File: src/rtl/pipe_adder_pkg.sv
// Shared definitions for the pipelined adder/subtractor.
package pipe_adder_pkg;

   // Opcode encoding on the sub input
   localparam logic ADD = 1'b0;
   localparam logic SUB = 1'b1;

   // Width of the slice resolved by each pipeline stage
   function automatic int unsigned chunk_width(input int unsigned width,
                                               input int unsigned stages);
      return (stages == 0) ? 0 : width / stages;
   endfunction

   // The operand must split into equal, non-empty chunks
   function automatic bit split_ok(input int unsigned width, input int unsigned stages);
      return (stages >= 1) && (width >= stages) && ((width % stages) == 0);
   endfunction

endpackage

File: src/rtl/bit_adder.sv
// One-bit full adder cell.
module bit_adder (
   input  logic a,
   input  logic b,
   input  logic ci,
   output logic s,
   output logic co
);

   assign s  = a ^ b ^ ci;
   assign co = (a & b) | (ci & (a ^ b));

endmodule

File: src/rtl/chunk_adder.sv
// CW-bit ripple-carry chain of bit_adder cells; exposes the carry into the MSB for overflow.
module chunk_adder #(
   parameter int unsigned CW = 4
) (
   input  logic [CW-1:0] a,
   input  logic [CW-1:0] b,
   input  logic          ci,
   output logic [CW-1:0] s,
   output logic          co,
   output logic          msb_ci
);

   // Each bit keeps its own carry wires so the chain is not one self-referencing vector
   for (genvar i = 0; i < CW; i++) begin : g_bit
      logic cin;
      logic cout;
      if (i == 0) begin : g_first
         assign cin = ci;
      end else begin : g_next
         assign cin = g_bit[i-1].cout;
      end
      bit_adder u_bit (
         .a  (a[i]),
         .b  (b[i]),
         .ci (cin),
         .s  (s[i]),
         .co (cout)
      );
   end

   assign co     = g_bit[CW-1].cout;
   assign msb_ci = g_bit[CW-1].cin;

endmodule

File: src/rtl/pipe_adder.sv
// Pipelined ripple-carry adder/subtractor with valid/ready on both sides.
// Stage k resolves chunk k; the carry and the remaining operand chunks travel with the data.
module pipe_adder
   import pipe_adder_pkg::*;
#(
   parameter int unsigned WIDTH  = 16,
   parameter int unsigned STAGES = 4
) (
   input  logic             clk,
   input  logic             rst_n,
   input  logic             in_valid,
   output logic             in_ready,
   input  logic [WIDTH-1:0] a,
   input  logic [WIDTH-1:0] b,
   input  logic             ci,
   input  logic             sub,
   output logic             out_valid,
   input  logic             out_ready,
   output logic [WIDTH-1:0] s,
   output logic             c1,
   output logic             ovf
);

   localparam int unsigned CW = chunk_width(WIDTH, STAGES);

   if (!split_ok(WIDTH, STAGES)) begin : g_bad_split
      $error("pipe_adder: WIDTH must be a non-zero multiple of STAGES");
   end

   // Subtraction is a + ~b + !ci, so the operand is inverted once at the input
   logic [WIDTH-1:0] b_eff;
   logic             cin_eff;
   assign b_eff   = (sub == SUB) ? ~b : b;
   assign cin_eff = (sub == ADD) ? ci : ~ci;

   logic [STAGES-1:0] v_q, v_d;
   logic [STAGES:0]   rdy;
   logic [WIDTH-1:0]  a_q   [STAGES];
   logic [WIDTH-1:0]  a_d   [STAGES];
   logic [WIDTH-1:0]  b_q   [STAGES];
   logic [WIDTH-1:0]  b_d   [STAGES];
   logic [WIDTH-1:0]  res_q [STAGES];
   logic [WIDTH-1:0]  res_d [STAGES];
   logic [STAGES-1:0] c_q, c_d;
   logic              ovf_q, ovf_d;

   logic [CW-1:0] ca_s   [STAGES];
   logic          ca_co  [STAGES];
   logic          ca_msb [STAGES];

   for (genvar k = 0; k < STAGES; k++) begin : g_stage
      logic [CW-1:0] op_a;
      logic [CW-1:0] op_b;
      logic          op_c;
      if (k == 0) begin : g_head
         assign op_a = a[CW-1:0];
         assign op_b = b_eff[CW-1:0];
         assign op_c = cin_eff;
      end else begin : g_body
         assign op_a = a_q[k-1][k*CW +: CW];
         assign op_b = b_q[k-1][k*CW +: CW];
         assign op_c = c_q[k-1];
      end
      chunk_adder #(.CW(CW)) u_chunk (
         .a      (op_a),
         .b      (op_b),
         .ci     (op_c),
         .s      (ca_s[k]),
         .co     (ca_co[k]),
         .msb_ci (ca_msb[k])
      );
   end

   // Ready chain from the consumer back to the input; an empty stage always accepts
   always_comb begin
      rdy         = '0;
      rdy[STAGES] = out_ready;
      for (int k = STAGES - 1; k >= 0; k--) begin
         rdy[k] = !v_q[k] || rdy[k+1];
      end
   end

   // Advance each stage that may load; data only moves alongside a valid entry
   always_comb begin
      v_d   = v_q;
      c_d   = c_q;
      ovf_d = ovf_q;
      a_d   = a_q;
      b_d   = b_q;
      res_d = res_q;
      if (rdy[0]) begin
         v_d[0] = in_valid;
         if (in_valid) begin
            a_d[0]            = a;
            b_d[0]            = b_eff;
            res_d[0]          = '0;
            res_d[0][CW-1:0]  = ca_s[0];
            c_d[0]            = ca_co[0];
            if (STAGES == 1) begin
               ovf_d = ca_msb[0] ^ ca_co[0];
            end
         end
      end
      for (int k = 1; k < STAGES; k++) begin
         if (rdy[k]) begin
            v_d[k] = v_q[k-1];
            if (v_q[k-1]) begin
               a_d[k]                = a_q[k-1];
               b_d[k]                = b_q[k-1];
               res_d[k]              = res_q[k-1];
               res_d[k][k*CW +: CW]  = ca_s[k];
               c_d[k]                = ca_co[k];
               if (k == STAGES - 1) begin
                  ovf_d = ca_msb[k] ^ ca_co[k];
               end
            end
         end
      end
   end

   // Pipeline registers; reset clears valids and the visible result
   always_ff @(posedge clk or negedge rst_n) begin
      if (!rst_n) begin
         v_q   <= '0;
         c_q   <= '0;
         ovf_q <= 1'b0;
         for (int k = 0; k < STAGES; k++) begin
            a_q[k]   <= '0;
            b_q[k]   <= '0;
            res_q[k] <= '0;
         end
      end else begin
         v_q   <= v_d;
         c_q   <= c_d;
         ovf_q <= ovf_d;
         a_q   <= a_d;
         b_q   <= b_d;
         res_q <= res_d;
      end
   end

   assign in_ready  = rdy[0];
   assign out_valid = v_q[STAGES-1];
   assign s         = res_q[STAGES-1];
   assign c1        = c_q[STAGES-1];
   assign ovf       = ovf_q;

endmodule
File: config.mk
export PLATFORM = sky130hd
export DESIGN_NAME = pipe_adder
export DESIGN_NICKNAME = d
export VERILOG_FILES = /design/src/rtl/pipe_adder_pkg.sv /design/src/rtl/bit_adder.sv /design/src/rtl/chunk_adder.sv /design/src/rtl/pipe_adder.sv
export SDC_FILE = /design/constraint.sdc
export NUM_CORES = 1
export LEC_CHECK = 0
export BUFFER_PORTS_ARGS = -buffer_cell sky130_fd_sc_hd__buf_2
export CORE_MARGIN = 3
export CORE_UTILIZATION = 35
export DETAILED_ROUTE_END_ITERATION = 10
export PLACE_DENSITY = 0.54
export SETUP_SLACK_MARGIN = 0.1
export SLEW_MARGIN = 20
export SYNTH_ARGS = -nofsm -noshare
export SYNTH_HDL_FRONTEND = slang
export SYNTH_SLANG_ARGS = --single-unit
File: constraint.sdc
create_clock -name clk -period 7.4 [get_ports clk]
set_clock_uncertainty 0.1 [all_clocks]
set_input_delay 0.74 -clock clk [delete_from_list [all_inputs] [get_ports clk]]
set_output_delay 0.74 -clock clk [all_outputs]
set_load 0.01 [all_outputs]
==> impl_metrics.csv <==
group,metric,value,unit
run_status,status,"finished clean",
synthesis,syn_area,0.004347,mm2
sta,rsz0062_at_grt,"no",
routing,drt_iter0_markers,63,
synthesis,synth.yosys.seq_area_share,55.84,%
clock_tree,clkSinkCount,97,
min_path,hold_class,"in -> async",
cells_and_area,fin_util,41.09,%
placed_design,placed_cells,501,
synthesis,synth_top_family_by_area,"multiplexers",
sta,maxSlewHeadroom,30.30,%
grt,grt_max_degree,55,
synthesis,yosysMostFrequentCell,"dfrtp_1",
routing,dr.pass1.iters,3,
floorplan,die_area,0.01379,mm2
clock_tree,cts_hold_buf,0,
floorplan,die_h,117.4,um
sta,hold_ws,0.3020,ns
floorplan,die_w,117.4,um
grt,grt.total_usage,11.02,%
grt,antenna_found_initial,0,
clock_tree,cts_tree,"done",
sta,drv_slew,0,
floorplan,row_count,40,
grt,grt_pass1_vias,2350,
clock_tree,path_clk_slew,0.06,ns
synthesis,synth_edf_count,0,
grt,grt_pass1_wl,12010,um
pwr,p_leak,2.302,nW
grt,gr-total-overflow,0,
clock_tree,clock_latency,0.33,ns
synthesis,yosysUniqueCellTypes,20,
synthesis,synthSimpleGateAreaFrac,1.612,%
synthesis,synth.top_cell.area_share,55.84,%
sta,max_freq,0.3191,GHz
synthesis,synth_compound_area_share,1.209,%
synthesis,synth_top_flop_cell,"dfrtp_1",
clock_tree,cts_made_buffers,9,
routing,drt-total-wl,7050,um
synthesis,synth-xor-area-share,3.627,%
synthesis,async_reset_ff_share,100.0,%
synthesis,synthTopCellsByCount,"97 x dfrtp_1, 74 x mux2_2, 34 x inv_1",
setup_path,critPathKind,"in -> reg",
synthesis,avgSynthCellArea,14.44,um2
routing,vias_per_cell,4.291,
placed_design,io_buffers,57,
routing,route.detailed.drc,0,
floorplan,core,0.01206,mm2
cells_and_area,drive_above_1_share,43.23,%
setup_path,crit_required,7.52,ns
setup_path,worst-path-max-fanout,17,
synthesis,synthMuxAreaShare,23.20,%
sta,tightest_slew,1.043,ns
setup_path,rrSetupSlack,4.92,ns
synthesis,yosys.area.top_type,"dfrtp_1",
synthesis,syn_inst,301,
setup_path,cp.arrival,3.25,ns
clock_tree,cts_htree_levels,3,
clock_tree,post_cts_resized,0,
sta,finalSetupViolCount,0,
synthesis,synthAdderAreaFrac,7.369,%
floorplan,initial_core_util,36.04,%
routing,routed-via-count,2210,
clock_tree,cts_post_setup_buffers_inserted,0,
setup_path,r2r_start,"a_q[28]",
routing,wl_per_cell,13.69,um
sta,hold_viol,0,
placed_design,gp_congestion,0.7218,
cells_and_area,finalNonFillerCells,515,
flow_run,cap_violations,0,
placed_design,dp_hpwl,5057,um
setup_path,startpoint,"sub",
synthesis,ys_ff_latch,97,
sta,period_share,42.35,%
setup_path,crit_path_start_kind,"input port",
clock_tree,cts_buffer_depth,2,
floorplan,num_io_pins,58,
clock_tree,root_buffer,"clkbuf_16",
sta,final.setup.tns,0,ns
pwr,max-vdd-ir-drop,0.1021,mV
synthesis,yosys_warnings,0,
synthesis,yosys-top-cells-area,"dfrtp_1 56%, mux2_2 19%, fa_1 7.4%, inv_1 2.9%, buf_4 2.8%",
setup_path,cp-end-kind,"flop",
sta,finalCriticalPeriod,3.134,ns
cells_and_area,antenna-diode-count,0,
pwr,powerDensity,352.7,mW/mm2
synthesis,syn_nets,355,
routing,ant_nets,0,
cells_and_area,nets,399,
cells_and_area,syn_to_final_growth,14.02,%
==> report_power, final <==
group	leakage, nW	total, W	switching (W)	internal (W)
Sequential	1.13	0.000831	0.000104	0.000727
Clock	0.124	0.000407	0.000176	0.000231
Combinational	1.05	0.000510	0.000225	0.000284
Total	2.30	0.00175	0.000506	0.00124
==> worst max-delay path, stage by stage <==
cell and delay, ns:
buf_2 0.40, xnor2_1 0.17, fa_1 0.44, fa_1 0.40, fa_1 0.36, inv_1 0.07, fa_1 0.40, mux2_4 0.26
==> registers in the layout, indices dropped and copies added (netlist names) <==
register and cells:
a_q 24, b_q 24, res_q 24, s 16
c_q 4, v_q 4, ovf 1
==> metrics by stage <==
| step | area, um2 | worst slack (ns) | total power, W |
|---|---|---|---|
| 2_1_floorplan | 4347 | 3.988 | 0.001239 |
| 3_3_place_gp | 4677 | 3.963 | 0.001348 |
| 3_5_place_dp | 4677 | 3.877 | 0.001369 |
| 4_1_cts | 4928 | 4.231 | 0.001781 |
| 5_1_grt | 4956 | 4.179 | 0.001891 |
| 6_report | 4956 | 4.266 | 0.001748 |
==> layout make-up <==
class                      count  area [um2]
multi-input combinational    144        1617
fill                        1153        7106
tap                          168       210.2
clock inverter                 1       5.005
inverter                      34       127.6
clock buffer                  12       246.5
sequential                    97        2427
timing repair buffer          59       322.8
==> worst paths after layout <==
| kind | to | cells past startpoint |
|---|---|---|
| max | res_q[51] | 8 |
| min | s[1] | 1 |
| max reg2reg | ovf | 9 |
| min reg2reg | s[3] | 1 |
| max in group asynchronous | b_q[57] | 2 |
| min in group clk | s[3] | 1 |
==> cell families (layout without fill, tap and decap cells) <==
| group | after synthesis | after routing |
|---|---|---|
| DFF | 97 | 97 |
| muxes | 89 | 89 |
| buffers and inverters | 60 | 106 |
| xor gates and xnor gates | 18 | 18 |
| adders and majority gates | 16 | 16 |
| and+or+nand+nor | 12 | 12 |
| AOI/OAI and AO/OA | 9 | 9 |
==> layer usage <==
layer,GRT usage [%],vias up,wire length [um]
li1,-,1052,-
met1,15.22,1113,3488
met2,16.11,38,3225
met3,3.568,7,233
met4,4.399,0,102
met5,0,-,0
==> placed cells by master, fill, tap and decap left out <==
cell	netlist	final
mux2i_1	10	10
a21boi_4	0	1
inv_1	34	34
nand2b_1	4	4
dfrtp_1	97	97
buf_4	16	2
buf_16	0	1
clkinv_2	0	1
nand3b_1	1	1
xor2_1	11	11
nand2_1	5	5
xnor2_1	7	7
a31oi_1	1	1
clkbuf_16	0	9
clkbuf_1	0	2
nand4b_1	1	1
mux2_4	5	5
fa_1	16	16
and4b_1	1	1
a21oi_1	1	1
o21ai_0	6	6
mux2_2	74	74
clkbuf_8	0	1
buf_2	8	56
Note: power is estimated with default switching activity, not from simulation.
